<file path="src/rtl/eth_phy_10g_hdr_err_gen.sv">
// 66b sync-header error generator. Sits between PHY TX and PHY RX SerDes
// ports, forwards blocks through one register stage and corrupts sync
// headers at an LFSR-driven rate, optionally in bursts.
module eth_phy_10g_hdr_err_gen #(
  parameter int          DATA_WIDTH        = 64,
  parameter int          HDR_WIDTH         = 2,
  parameter logic [15:0] LFSR_DEFAULT_SEED = 16'hACE1
) (
  input  logic                  tx_clk,
  input  logic                  tx_rst,
  input  logic [DATA_WIDTH-1:0] in_data,
  input  logic [HDR_WIDTH-1:0]  in_hdr,
  input  logic                  cfg_enable,
  input  logic [7:0]            cfg_err_rate,
  input  logic [7:0]            cfg_burst_len,
  input  logic [31:0]           cfg_block_count,
  input  logic [15:0]           cfg_seed,
  output logic [DATA_WIDTH-1:0] out_data,
  output logic [HDR_WIDTH-1:0]  out_hdr,
  output logic                  err_inject,
  output logic [31:0]           valid_count,
  output logic [31:0]           invalid_count,
  output logic                  busy,
  output logic                  done
);

  typedef enum logic [1:0] {S_IDLE, S_RUN, S_BURST, S_DONE} state_t;

  state_t                state_q, state_d;
  logic [15:0]           lfsr_q, lfsr_d;
  logic [7:0]            burst_q, burst_d;
  logic [31:0]           valid_q, valid_d;
  logic [31:0]           invalid_q, invalid_d;
  logic                  done_q, done_d;
  logic                  err_q, err_d;
  logic [DATA_WIDTH-1:0] data_q, data_d;
  logic [HDR_WIDTH-1:0]  hdr_q, hdr_d;

  logic [15:0]           seed_val;
  logic [15:0]           lfsr_step;
  logic [HDR_WIDTH-1:0]  bad_hdr;
  logic [7:0]            burst_m1;
  logic [32:0]           total_d;
  logic                  count_blk;

  function automatic logic [31:0] sat_inc(input logic [31:0] v);
    return (&v) ? v : v + 32'd1;
  endfunction

  // Seed selection, LFSR next value, corrupted header and burst reload value
  always_comb begin
    seed_val  = (cfg_seed == 16'd0) ? LFSR_DEFAULT_SEED : cfg_seed;
    lfsr_step = {lfsr_q[14:0], lfsr_q[15] ^ lfsr_q[13] ^ lfsr_q[12] ^ lfsr_q[10]};
    // all-zero is a lock-up state; never let it be loaded
    if (lfsr_step == 16'd0) lfsr_step = seed_val;
    bad_hdr   = lfsr_q[8] ? {HDR_WIDTH{1'b1}} : {HDR_WIDTH{1'b0}};
    burst_m1  = (cfg_burst_len == 8'd0) ? 8'd0 : cfg_burst_len - 8'd1;
  end

  // Next-state, injection decision and counter updates
  always_comb begin
    state_d   = state_q;
    lfsr_d    = lfsr_q;
    burst_d   = burst_q;
    valid_d   = valid_q;
    invalid_d = invalid_q;
    done_d    = done_q;
    err_d     = 1'b0;
    data_d    = in_data;
    hdr_d     = in_hdr;
    count_blk = 1'b0;
    case (state_q)
      S_IDLE: begin
        if (cfg_enable) begin
          state_d   = S_RUN;
          valid_d   = 32'd0;
          invalid_d = 32'd0;
          done_d    = 1'b0;
          lfsr_d    = seed_val;
        end
      end
      S_RUN: begin
        if (!cfg_enable) begin
          state_d = S_IDLE;
        end else begin
          count_blk = 1'b1;
          lfsr_d    = lfsr_step;
          if (lfsr_q[7:0] < cfg_err_rate) begin
            hdr_d     = bad_hdr;
            err_d     = 1'b1;
            invalid_d = sat_inc(invalid_q);
            burst_d   = burst_m1;
            if (burst_m1 != 8'd0) state_d = S_BURST;
          end else begin
            valid_d = sat_inc(valid_q);
          end
        end
      end
      S_BURST: begin
        if (!cfg_enable) begin
          state_d = S_IDLE;
        end else begin
          count_blk = 1'b1;
          hdr_d     = bad_hdr;
          err_d     = 1'b1;
          invalid_d = sat_inc(invalid_q);
          burst_d   = (burst_q == 8'd0) ? 8'd0 : burst_q - 8'd1;
          if (burst_q <= 8'd1) state_d = S_RUN;
        end
      end
      default: begin
        if (!cfg_enable) state_d = S_IDLE;
      end
    endcase
    total_d = {1'b0, valid_d} + {1'b0, invalid_d};
    // block budget reached: stop, truncating any burst in flight
    if (count_blk && (cfg_block_count != 32'd0) && (total_d == {1'b0, cfg_block_count})) begin
      state_d = S_DONE;
      done_d  = 1'b1;
    end
  end

  // State, counters and the output register stage
  always_ff @(posedge tx_clk) begin
    if (!tx_rst) begin
      state_q   <= S_IDLE;
      lfsr_q    <= seed_val;
      burst_q   <= 8'd0;
      valid_q   <= 32'd0;
      invalid_q <= 32'd0;
      done_q    <= 1'b0;
      err_q     <= 1'b0;
      data_q    <= '0;
      hdr_q     <= HDR_WIDTH'(1);
    end else begin
      state_q   <= state_d;
      lfsr_q    <= lfsr_d;
      burst_q   <= burst_d;
      valid_q   <= valid_d;
      invalid_q <= invalid_d;
      done_q    <= done_d;
      err_q     <= err_d;
      data_q    <= data_d;
      hdr_q     <= hdr_d;
    end
  end

  assign out_data      = data_q;
  assign out_hdr       = hdr_q;
  assign err_inject    = err_q;
  assign valid_count   = valid_q;
  assign invalid_count = invalid_q;
  assign busy          = (state_q == S_RUN) || (state_q == S_BURST);
  assign done          = done_q;

endmodule

</file>
<file path="config.mk">
export PLATFORM = sky130hd
export DESIGN_NAME = eth_phy_10g_hdr_err_gen
export DESIGN_NICKNAME = d
export VERILOG_FILES = /design/src/rtl/eth_phy_10g_hdr_err_gen.sv
export SDC_FILE = /design/constraint.sdc
export NUM_CORES = 1
export LEC_CHECK = 0
export CAP_MARGIN = 20
export CORE_ASPECT_RATIO = 0.5
export CORE_MARGIN = 2
export CORE_UTILIZATION = 45
export DETAILED_ROUTE_END_ITERATION = 8
export MAX_ROUTING_LAYER = met4
export PLACE_DENSITY = 0.72
export SLEW_MARGIN = 40
export SYNTH_ARGS = -nofsm -noshare
export SYNTH_HDL_FRONTEND = slang
export SYNTH_SLANG_ARGS = --single-unit
</file>
<file path="constraint.sdc">
create_clock -name tx_clk -period 6.35 [get_ports tx_clk]
set_input_delay 1.27 -clock tx_clk [delete_from_list [all_inputs] [get_ports tx_clk]]
set_output_delay 1.27 -clock tx_clk [all_outputs]
set_load 0.01 [all_outputs]
</file>
# Word level (Yosys, flattened, before mapping)
# Cells that the tools add are included.
# classes
addsub	5
order_cmp	2
n_eq_ne	14
n_mux	45
bitwise	3
reduce_logical	20
# op_table
op	n
$mux W32	9
$pmux W32 S3	1
$mux W16	5
$add A32 B1 Y32 const B	2
$pmux W32 S2	1
$reduce_and A32 Y1	2
$mux W8	5
$add A32 B32 Y33	1
$eq A33 B32 Y1	1
$logic_not A16 Y1	2
$pmux W16 S2	1
$reduce_bool A32 Y1	1
$mux W2	12
$logic_not A8 Y1	2
$pmux W8 S2	1
$sub A8 B1 Y8 const B	2
$ne A4 B4 Y1 const B	3
$ne A3 B3 Y1 const B	3
$le A8 B1 Y1 const B	1
$lt A8 B8 Y1	1
$reduce_bool A8 Y1	1
$mux W1	7
$ne A2 B2 Y1 const B	3
$pmux W2 S3	1
16 further kinds	21
# word_totals
regBits	158
output_inout_bits	133
wordCells	98

# Logic depth before layout (Yosys ltp)
# Gate-level depths: netlist of run 1.
# depth
word_depth	10
ltp_mapped	25
ltp_nobuf	23

# Worst setup path after synthesis of run 1
# OpenSTA, ideal clock, no wires.
# synth_path
path_kind	input to register
start	in cfg_err_rate[6]
end	reg state_q[1]
setup_time_ps	116
arrival_ps	5526
t_required_ps	6234
slack_ps	708
stages	23
path_cell_list	inv_1 -> ha_1 -> o21a_1 -> o21a_1 -> a221o_1 -> a31oi_2 -> nor2_1 -> nor2_1 -> o22ai_1 -> o31ai_1 -> ha_1 -> inv_1 -> fa_1 -> nand2b_1 -> a211oi_1 -> o31ai_1 -> o221a_2 -> o31ai_1 -> mux2_2 -> o21ai_0 -> nor4_1 -> nand4_1 -> nand2_1
# synth_via
elab_chain_len	9
elab_cells_between_ends	17
cone_classes	1 x add/sub; 1 x order compare; 6 x eq/ne; 7 x mux; 2 x reduce/logical
# synth_lines
element	line_no	text
start, declared	14	input logic [7:0] cfg_err_rate,
$lt A8 B8 Y1 (*)	88	if (lfsr_q[7:0] < cfg_err_rate) begin
$mux W32 (*)	88	
$mux W32 (*)	83	if (!cfg_enable) begin
$pmux W32 S3 (*)	72	case (state_q)
named net invalid_d[0]	33	logic [31:0] invalid_q, invalid_d;
$add A32 B32 Y33 (*)	115	total_d = {1'b0, valid_d} + {1'b0, invalid_d};
$eq A33 B32 Y1 (*)	117	if (count_blk && (cfg_block_count != 32'd0) && (total_d == {1'b0, cfg_block_count})) begin
$logic_and A1 B1 Y1 (*)	117	
$ne A5 B1 Y1 (no source line), or another cell as far along	n/a	
$reduce_and A5 Y1 (no source line)	n/a	
end signal, assigned	136	state_q <= state_d;
end, declared	29	state_t state_q, state_d;
# The timed path passes the listed nets; every way through them passes the cells marked *.
# A chain may end at the register's enable or synchronous reset.

# Final worst setup path of run 1
# layout_path
start	in cfg_err_rate[1]
end	reg state_q[0]
# The elaborated chain is that of the path after synthesis.

==> insert_results.sql, run 1 <==
INSERT INTO impl_metrics (metric_group, metric, value, unit) VALUES
('run_status', 'status', 'finished, final reports clean', ''),
('sta', 'tightestPinTransition', '0.788', 'ns'),
('placed_design', 'dp_hpwl', '33600', 'µm'),
('cells_and_area', 'drive_gt1_share', '19.5', '%'),
('clocking', 'ctsHtreeMaxLevel', '4', ''),
('grt', 'grt_max_degree', '95', ''),
('cells_and_area', 'fin_util', '71.8', '%'),
('grt', 'number_of_global_route_vias_before_repair', '11600', ''),
('clocking', 'cts_hold_buf', '0', ''),
('grt', 'm2_gr_usage', '54.4', '%'),
('grt', 'grt.busiest_layer', 'met2', ''),
('yosys', 'netlist_top_cells_count', 'sky130_fd_sc_hd__nand2_1, sky130_fd_sc_hd__dfxtp_1, sky130_fd_sc_hd__and2_1', ''),
('setup_path', 'r2r_slack', '0.86', 'ns'),
('cells_and_area', 'synthToLayoutAreaGrowth', '54.0', '%'),
('yosys', 'syn_inst', '1297', ''),
('sta', 'final.setup_skew', '0.0122', 'ns'),
('yosys', 'synth_warnings', '0', ''),
('placed_design', 'postPlaceCellArea', '14600', 'µm²'),
('grt', 'grt_util_met3', '9.14', '%'),
('route', 'via_count', '12200', ''),
('grt', 'global_route.usage.total', '36.0', '%'),
('min_path', 'timing.hold.worst.class', 'flop to flop', ''),
('route', 'wl_per_cell', '21.1', 'µm'),
('power', 'ir_worst_vdd', '0.263', 'mV'),
('sta', 'rsz_0062_raised_after_global_routing', 'no', ''),
('grt', 'wire_length_of_the_first_global_routing_pass', '65300', 'µm'),
('power', 'sw_frac_of_total', '32.4', '%'),
('sta', 'finalSetupTns', '0', 'ns'),
('clocking', 'clock_insertion_delay_worst_skew', '0.46', 'ns'),
('setup_path', 'timing.rr.start', 'lfsr_q[6]$_DFFE_PP_', ''),
('setup_path', 'worstPathArrival', '6.58', 'ns'),
('setup_path', 'crit_path_start', 'cfg_err_rate[1]', ''),
('route', 'drc_errors', '0', ''),
('route', 'drtAntennaViolNets', '0', ''),
('power', 'p_int', '2.32', 'mW'),
('power', 'power_dissipated_by_switching_net_loads', '1.11', 'mW'),
('setup_path', 'sort_of_element_at_the_start_of_the_critical_path', 'input port', ''),
('sta', 'achievable-frequency', '0.162', 'GHz'),
('yosys', 'postSynthAreaPerCell', '7.91', 'µm²'),
('grt', 'groute.layer.met1.usage', '47.9', '%'),
('job', 'max-cap-violations', '0', ''),
('die', 'floorplan.rows', '38', ''),
('sta', 'timing.final.crit_share', '97.3', '%'),
('yosys', 'synth_top_cells_by_area', 'sky130_fd_sc_hd__dfxtp_1, sky130_fd_sc_hd__and2_1, sky130_fd_sc_hd__ha_1', ''),
('clocking', 'clk_pin_slew_worst_paths', '0.07', 'ns'),
('power', 'clock_power_share', '36.1', '%'),
('placed_design', 'place.port_buffers', '265', ''),
('grt', 'overflow', '0', ''),
('die', 'die_x', '218', 'µm'),
('route', 'post_drt_via_cell_ratio', '5.91', ''),
('clocking', 'cts-root-to-sink-buffers', '2', ''),
('yosys', 'share_of_the_synthesized_area_in_the_top_cell_type', '27.7', '%'),
('yosys', 'seq_area_frac_synth', '32.4', '%'),
('sta', 'final-max-slew-violation-count', '0', ''),
('yosys', 'cell_with_the_most_instances_after_synthesis', 'sky130_fd_sc_hd__nand2_1', ''),
('grt', 'initial_antenna_violation_count', '3', ''),
('yosys', 'asr_flop_ratio_synth', '0', '%'),
('clocking', 'clock-sinks', '158', ''),
('die', 'die_y', '111', 'µm'),
('setup_path', 'worst_setup_path_endpoint', 'state_q[0]$_SDFFE_PN0P_', ''),
('yosys', 'postSynthNetCount', '1480', ''),
('clocking', 'cts_tree', 'yes', ''),
('cells_and_area', 'design_area', '15800', 'µm²'),
('yosys', 'synth_edf_count', '16', ''),
('route', 'dr.first_iter.drc_count', '1382', ''),
('yosys', 'synth_largest_area_cell', 'sky130_fd_sc_hd__dfxtp_1', ''),
('cells_and_area', 'nNetsFinal', '1931', ''),
('yosys', 'post_synth_instance_area', '10300', 'µm²'),
('power', 'power.leakage', '6.31', 'nW'),
('die', 'die_area', '24100', 'µm²'),
('setup_path', 'critical_path.reg2reg.endpoint', 'state_q[0]$_SDFFE_PN0P_', '');
==> area by class of cell <==
cell class / instances / area, µm²
multi-input combinational: 1040 / 6830
clock inverter: 10 / 194
tap: 300 / 375
timing repair buffer: 496 / 4430
sequential: 158 / 3320
fill: 1715 / 6220
antenna: 3 / 7.51
clock buffer: 22 / 507
inverter: 35 / 131
==> registers in the layout (all words and copies together), names as in the netlist <==
register / count
lfsr_q: 16
valid_count: 32
state_q: 2
done: 1
out_hdr: 2
burst_q: 8
invalid_count: 32
out_data: 64
err_inject: 1
==> critical path: stages <==
cell,delay [ns]
sky130_fd_sc_hd__clkdlybuf4s50_1,0.47
sky130_fd_sc_hd__inv_1,0.07
sky130_fd_sc_hd__ha_4,0.21
sky130_fd_sc_hd__a21o_1,0.15
sky130_fd_sc_hd__a21o_1,0.20
sky130_fd_sc_hd__a21o_4,0.26
sky130_fd_sc_hd__a311oi_2,0.33
sky130_fd_sc_hd__buf_4,0.18
sky130_fd_sc_hd__o21ai_4,0.07
sky130_fd_sc_hd__nor2_2,0.16
sky130_fd_sc_hd__buf_6,0.13
sky130_fd_sc_hd__buf_6,0.11
sky130_fd_sc_hd__buf_6,0.10
sky130_fd_sc_hd__nand2_1,0.06
sky130_fd_sc_hd__o21ai_2,0.25
sky130_fd_sc_hd__ha_4,0.26
sky130_fd_sc_hd__buf_6,0.13
sky130_fd_sc_hd__xor2_4,0.18
sky130_fd_sc_hd__o211ai_1,0.18
sky130_fd_sc_hd__o32ai_2,0.15
sky130_fd_sc_hd__a211oi_1,0.23
sky130_fd_sc_hd__nor4bb_2,0.37
sky130_fd_sc_hd__and4_1,0.24
sky130_fd_sc_hd__nand4_1,0.10
sky130_fd_sc_hd__nor4_2,0.34
sky130_fd_sc_hd__nand4_1,0.14
sky130_fd_sc_hd__buf_6,0.17
sky130_fd_sc_hd__nand2_1,0.06
==> cells in the final DEF (no fill, tap or decap), types with 7 or more instances in the layout <==
| cell type | netlist | routed |
|---|---|---|
| sky130_fd_sc_hd__a21o_1 | 15 | 14 |
| sky130_fd_sc_hd__a21oi_1 | 85 | 79 |
| sky130_fd_sc_hd__a21oi_2 | 1 | 7 |
| sky130_fd_sc_hd__a31oi_1 | 21 | 21 |
| sky130_fd_sc_hd__and2_1 | 120 | 120 |
| sky130_fd_sc_hd__and3_1 | 18 | 18 |
| sky130_fd_sc_hd__buf_4 | 0 | 222 |
| sky130_fd_sc_hd__buf_6 | 1 | 8 |
| sky130_fd_sc_hd__clkbuf_16 | 0 | 19 |
| sky130_fd_sc_hd__clkdlybuf4s50_1 | 0 | 262 |
| sky130_fd_sc_hd__dfxtp_1 | 142 | 142 |
| sky130_fd_sc_hd__edfxtp_1 | 16 | 16 |
| sky130_fd_sc_hd__ha_1 | 49 | 39 |
| sky130_fd_sc_hd__inv_1 | 35 | 32 |
| sky130_fd_sc_hd__mux2_2 | 9 | 9 |
| sky130_fd_sc_hd__mux2i_1 | 11 | 11 |
| sky130_fd_sc_hd__nand2_1 | 155 | 155 |
| sky130_fd_sc_hd__nand3_1 | 48 | 48 |
| sky130_fd_sc_hd__nand4_1 | 30 | 30 |
| sky130_fd_sc_hd__nor2_1 | 68 | 67 |
| sky130_fd_sc_hd__nor2b_1 | 9 | 9 |
| sky130_fd_sc_hd__nor3_1 | 24 | 23 |
| sky130_fd_sc_hd__nor4_1 | 22 | 19 |
| sky130_fd_sc_hd__o211ai_1 | 10 | 10 |
| sky130_fd_sc_hd__o21a_1 | 16 | 16 |
| sky130_fd_sc_hd__o21ai_0 | 105 | 99 |
| sky130_fd_sc_hd__o21ai_1 | 28 | 28 |
| sky130_fd_sc_hd__o31ai_1 | 21 | 18 |
| sky130_fd_sc_hd__or3_1 | 10 | 10 |
| sky130_fd_sc_hd__xnor2_1 | 33 | 33 |
| sky130_fd_sc_hd__xor2_1 | 17 | 15 |
==> power groups by stage <==
| stage | registers, mW | logic [mW] | clock network [mW] |
|---|---|---|---|
| 3_3_place_gp | 1.14 | 0.918 | 0 |
| 3_5_place_dp | 1.15 | 0.938 | 0 |
| 5_1_grt | 1.14 | 1.13 | 1.29 |
| 4_1_cts | 1.13 | 0.955 | 1.24 |
| 2_1_floorplan | 1.15 | 0.510 | 0 |
| 6_report | 1.13 | 1.06 | 1.24 |
==> how the worst min path moves through the flow <==
stage	from	end	depth (start not counted)
final	burst_q[6]$_SDFFE_PN0P_	burst_q[6]$_SDFFE_PN0P_	2
after global routing	burst_q[6]$_SDFFE_PN0P_	burst_q[6]$_SDFFE_PN0P_	2
after CTS	burst_q[6]$_SDFFE_PN0P_	burst_q[6]$_SDFFE_PN0P_	2
after detailed placement	burst_q[6]$_SDFFE_PN0P_	burst_q[6]$_SDFFE_PN0P_	2
after global placement	burst_q[6]$_SDFFE_PN0P_	burst_q[6]$_SDFFE_PN0P_	2
after floorplan	burst_q[6]$_SDFFE_PN0P_	burst_q[6]$_SDFFE_PN0P_	2
==> per-stage QoR <==
step                      cells  setup slack (ns)
after floorplan            1297             0.708
after global placement     2012            -0.636
after detailed placement   2012            -0.676
after CTS                  2045           0.00457
after global routing       2064            0.0112
final                      2064             0.169
==> kinds of logic after synthesis <==
| group | share of synthesized area [%] |
|---|---|
| xor gates and xnor gates | 4.27 |
| buffers and inverters | 3.88 |
| adders and majority gates | 6.27 |
| and+or+nand+nor | 28.2 |
| AOI/OAI and AO/OA | 22.9 |
| muxes | 2.06 |
| DFF | 32.4 |
==> repair_timing <==
| action | CTS | global route |
|---|---|---|
| gates cloned | 0 | 1 |
| resized for setup | 3 | 69 |
| endpoints found under the setup margin | 3 | 3 |
| pin swaps | 1 | 28 |
| setup buffers | 1 | 15 |
==> layer usage <==
layer	part of all wire (%)	vias up
met1	43	5826
met2	45	654
met4	2.0	0
met5	0	-
met3	10	81
li1	-	5631
(Power assumes the default switching activity.)
==> inputs of run 2 (changes only) <==
Settings changed: CTS_CLUSTER_DIAMETER set to 120.
==> results of run 2 <==
Same layout as run 1: the final DEF is identical, and so are final timing and power.
==> inputs of run 3 (changes only) <==
Settings changed: SETUP_SLACK_MARGIN set to 0.5.
Clock period 6.35 ns to 5.93 ns, I/O delays scaled along.
==> insert_results.sql, run 3 (same netlist as run 1, synthesis figures left out) <==
INSERT INTO impl_metrics (metric_group, metric, value, unit) VALUES
('grt', 'm2_gr_usage', '56.5', '%'),
('cells_and_area', 'design_area', '15900', 'µm²'),
('die', 'die_area', '24100', 'µm²'),
('die', 'initial_standard_cell_utilization_of_the_core', '46.6', '%'),
('min_path', 'timing.hold.worst.class', 'flop to flop', ''),
('power', 'power.density', '221', 'nW/µm²'),
('setup_path', 'worst_path_most_repeated_cell', 'sky130_fd_sc_hd__buf_4', ''),
('die', 'design.portCount', '266', ''),
('clocking', 'clock-sinks', '158', ''),
('power', 'ir_worst_vdd', '0.219', 'mV'),
('setup_path', 'cp.required', '6.32', 'ns'),
('run_status', 'status', 'finished, final reports clean', ''),
('grt', 'groute.layer.met1.usage', '47.5', '%'),
('placed_design', 'dp_hpwl', '33500', 'µm'),
('sta', 'finalSetupTns', '0', 'ns'),
('clocking', 'clk_pin_slew_worst_paths', '0.07', 'ns'),
('grt', 'grt_util_met3', '7.82', '%'),
('grt', 'grt.busiest_layer', 'met2', ''),
('power', 'power.leakage', '6.35', 'nW'),
('sta', 'max-slew-margin-rel', '54.0', '%'),
('die', 'floorplan.rows', '38', ''),
('cells_and_area', 'drive_gt1_share', '21.8', '%'),
('route', 'post_drt_via_cell_ratio', '5.88', ''),
('clocking', 'cts_inserted_buffers', '17', ''),
('setup_path', 'cp-end-kind', 'flop', ''),
('clocking', 'cts_tree', 'yes', ''),
('sta', 'report.final.setup_viol', '0', ''),
('die', 'core-area', '22000', 'µm²'),
('setup_path', 'cp_slowest_cell', 'sky130_fd_sc_hd__a21oi_1', ''),
('cells_and_area', 'layout.cells.most_common', 'sky130_fd_sc_hd__clkdlybuf4s50_1', ''),
('cells_and_area', 'nNetsFinal', '1937', ''),
('job', 'max-cap-violations', '0', ''),
('sta', 'timing.final.crit_period', '5.74', 'ns'),
('grt', 'initial_antenna_violation_count', '1', ''),
('route', 'via_count', '12200', ''),
('sta', 'hold_violations', '0', ''),
('die', 'die_y', '111', 'µm'),
('grt', 'global_route.usage.total', '36.4', '%'),
('setup_path', 'worstPathArrival', '6.13', 'ns'),
('clocking', 'cts_hold_buf', '0', ''),
('sta', 'final.setup_skew', '0.0189', 'ns'),
('placed_design', 'postPlaceCellArea', '14700', 'µm²'),
('clocking', 'cts-root-to-sink-buffers', '2', ''),
('clocking', 'clock_insertion_delay_worst_skew', '0.47', 'ns'),
('setup_path', 'critPathKind', 'input port to flop', ''),
('route', 'routed_wl', '43100', 'µm'),
('sta', 'final-max-slew-violation-count', '0', ''),
('placed_design', 'place.port_buffers', '265', ''),
('setup_path', 'worstPathMaxFanout', '6', ''),
('sta', 'achievable-frequency', '0.174', 'GHz'),
('cells_and_area', 'synthToLayoutAreaGrowth', '55.4', '%'),
('clocking', 'cts-root-buf', 'sky130_fd_sc_hd__clkbuf_16', ''),
('setup_path', 'sort_of_element_at_the_start_of_the_critical_path', 'input port', ''),
('placed_design', 'routability_congestion', '0.982', ''),
('grt', 'grt_max_degree', '106', ''),
('setup_path', 'worst_path_largest_cell_delay', '0.42', 'ns'),
('grt', 'number_of_global_route_vias_before_repair', '11800', ''),
('route', 'drtAntennaViolNets', '0', ''),
('clocking', 'ctsHtreeMaxLevel', '4', ''),
('cells_and_area', 'largest_reg_flops', '64', ''),
('grt', 'wire_length_of_the_first_global_routing_pass', '66300', 'µm'),
('route', 'drc_errors', '0', ''),
('route', 'dr.pass1.iters', '9', ''),
('sta', 'rsz_0062_raised_after_global_routing', 'yes', ''),
('cells_and_area', 'final_cell_mix', 'sky130_fd_sc_hd__clkdlybuf4s50_1, sky130_fd_sc_hd__buf_4, sky130_fd_sc_hd__nand2_1', ''),
('route', 'wl_per_cell', '20.9', 'µm'),
('cells_and_area', 'antennaDiodeCount', '0', ''),
('grt', 'overflow', '0', ''),
('sta', 'timing.final.crit_share', '96.8', '%'),
('route', 'dr.first_iter.drc_count', '1627', ''),
('sta', 'tightestPinTransition', '0.686', 'ns'),
('die', 'die_x', '218', 'µm');
run 3: changes by cell type in the layout (fill, tap and decap cells not counted), moves of 4 or more:
cell | previous run | this run
sky130_fd_sc_hd__a21oi_1 | 79 | 72
sky130_fd_sc_hd__a21oi_2 | 7 | 13
sky130_fd_sc_hd__buf_4 | 222 | 229
sky130_fd_sc_hd__clkdlybuf4s50_1 | 262 | 258
sky130_fd_sc_hd__dlygate4sd2_1 | 0 | 4
sky130_fd_sc_hd__inv_8 | 0 | 5
sky130_fd_sc_hd__o21ai_0 | 99 | 87
sky130_fd_sc_hd__o21ai_1 | 28 | 38
sky130_fd_sc_hd__o31ai_1 | 18 | 12
run 3: layout make-up:
cell class / instances / area (µm²)
Inverter: 35 / 139
Tap cell: 300 / 375
Fill cell: 1715 / 6070
Multi-Input combinational cell: 1040 / 7040
Sequential cell: 158 / 3320
Clock inverter: 14 / 173
Timing Repair Buffer: 502 / 4460
Clock buffer: 18 / 429
run 3: path summary, 6_finish.rpt:
check	start	endpoint	slack, ns	cells after the start
max	cfg_err_rate[6]	state_q[1]$_SDFFE_PN0P_	0.19	25
min	burst_q[6]$_SDFFE_PN0P_	burst_q[6]$_SDFFE_PN0P_	0.47	2
max reg2reg	lfsr_q[6]$_DFFE_PP_	state_q[1]$_SDFFE_PN0P_	0.51	23
min reg2reg	burst_q[6]$_SDFFE_PN0P_	burst_q[6]$_SDFFE_PN0P_	0.47	2
run 3: routing by layer:
metal | vias to the layer above | wire length (µm)
met2 | 655 | 19400
met4 | 0 | 1030
li1 | 5633 | -
met1 | 5797 | 18300
met3 | 76 | 4360
met5 | - | 0
run 3: critical path: cells and delay by family:
family	cells	cell delay, ns
fa+ha+maj	2	0.41
buf+inv	6	0.83
simple gates	8	1.52
compound gates	9	2.16
run 3: metrics by stage:
stage / hold WS (ns) / util, % / power [mW] / instances / setup slack, ns
after floorplan: 0.429 / - / 1.79 / 1297 / 0.463
after global placement: 0.443 / 66.9 / 2.24 / 2015 / -0.785
after detailed placement: 0.443 / 66.9 / 2.26 / 2015 / -0.929
after CTS: 0.464 / 72.3 / 3.49 / 2066 / 0.330
after global routing: 0.482 / 72.4 / 3.66 / 2067 / -0.0404
final: 0.468 / 72.4 / 3.52 / 2067 / 0.189
run 3: what timing repair did:
action                     CTS  global route
buffers inserted            18             1
hold endpoints to repair     0             0
gates resized for setup    121             4
cloned                       1             0
setup endpoints to repair    3             3
pin swaps                   49             1
run 3: report_power, final:
part | switching [mW] | internal (mW) | total, mW | leakage [nW]
Combinational | 0.656 | 0.492 | 1.15 | 4.74
Sequential | 0.0494 | 1.16 | 1.21 | 1.32
Clock | 0.533 | 0.637 | 1.17 | 0.290
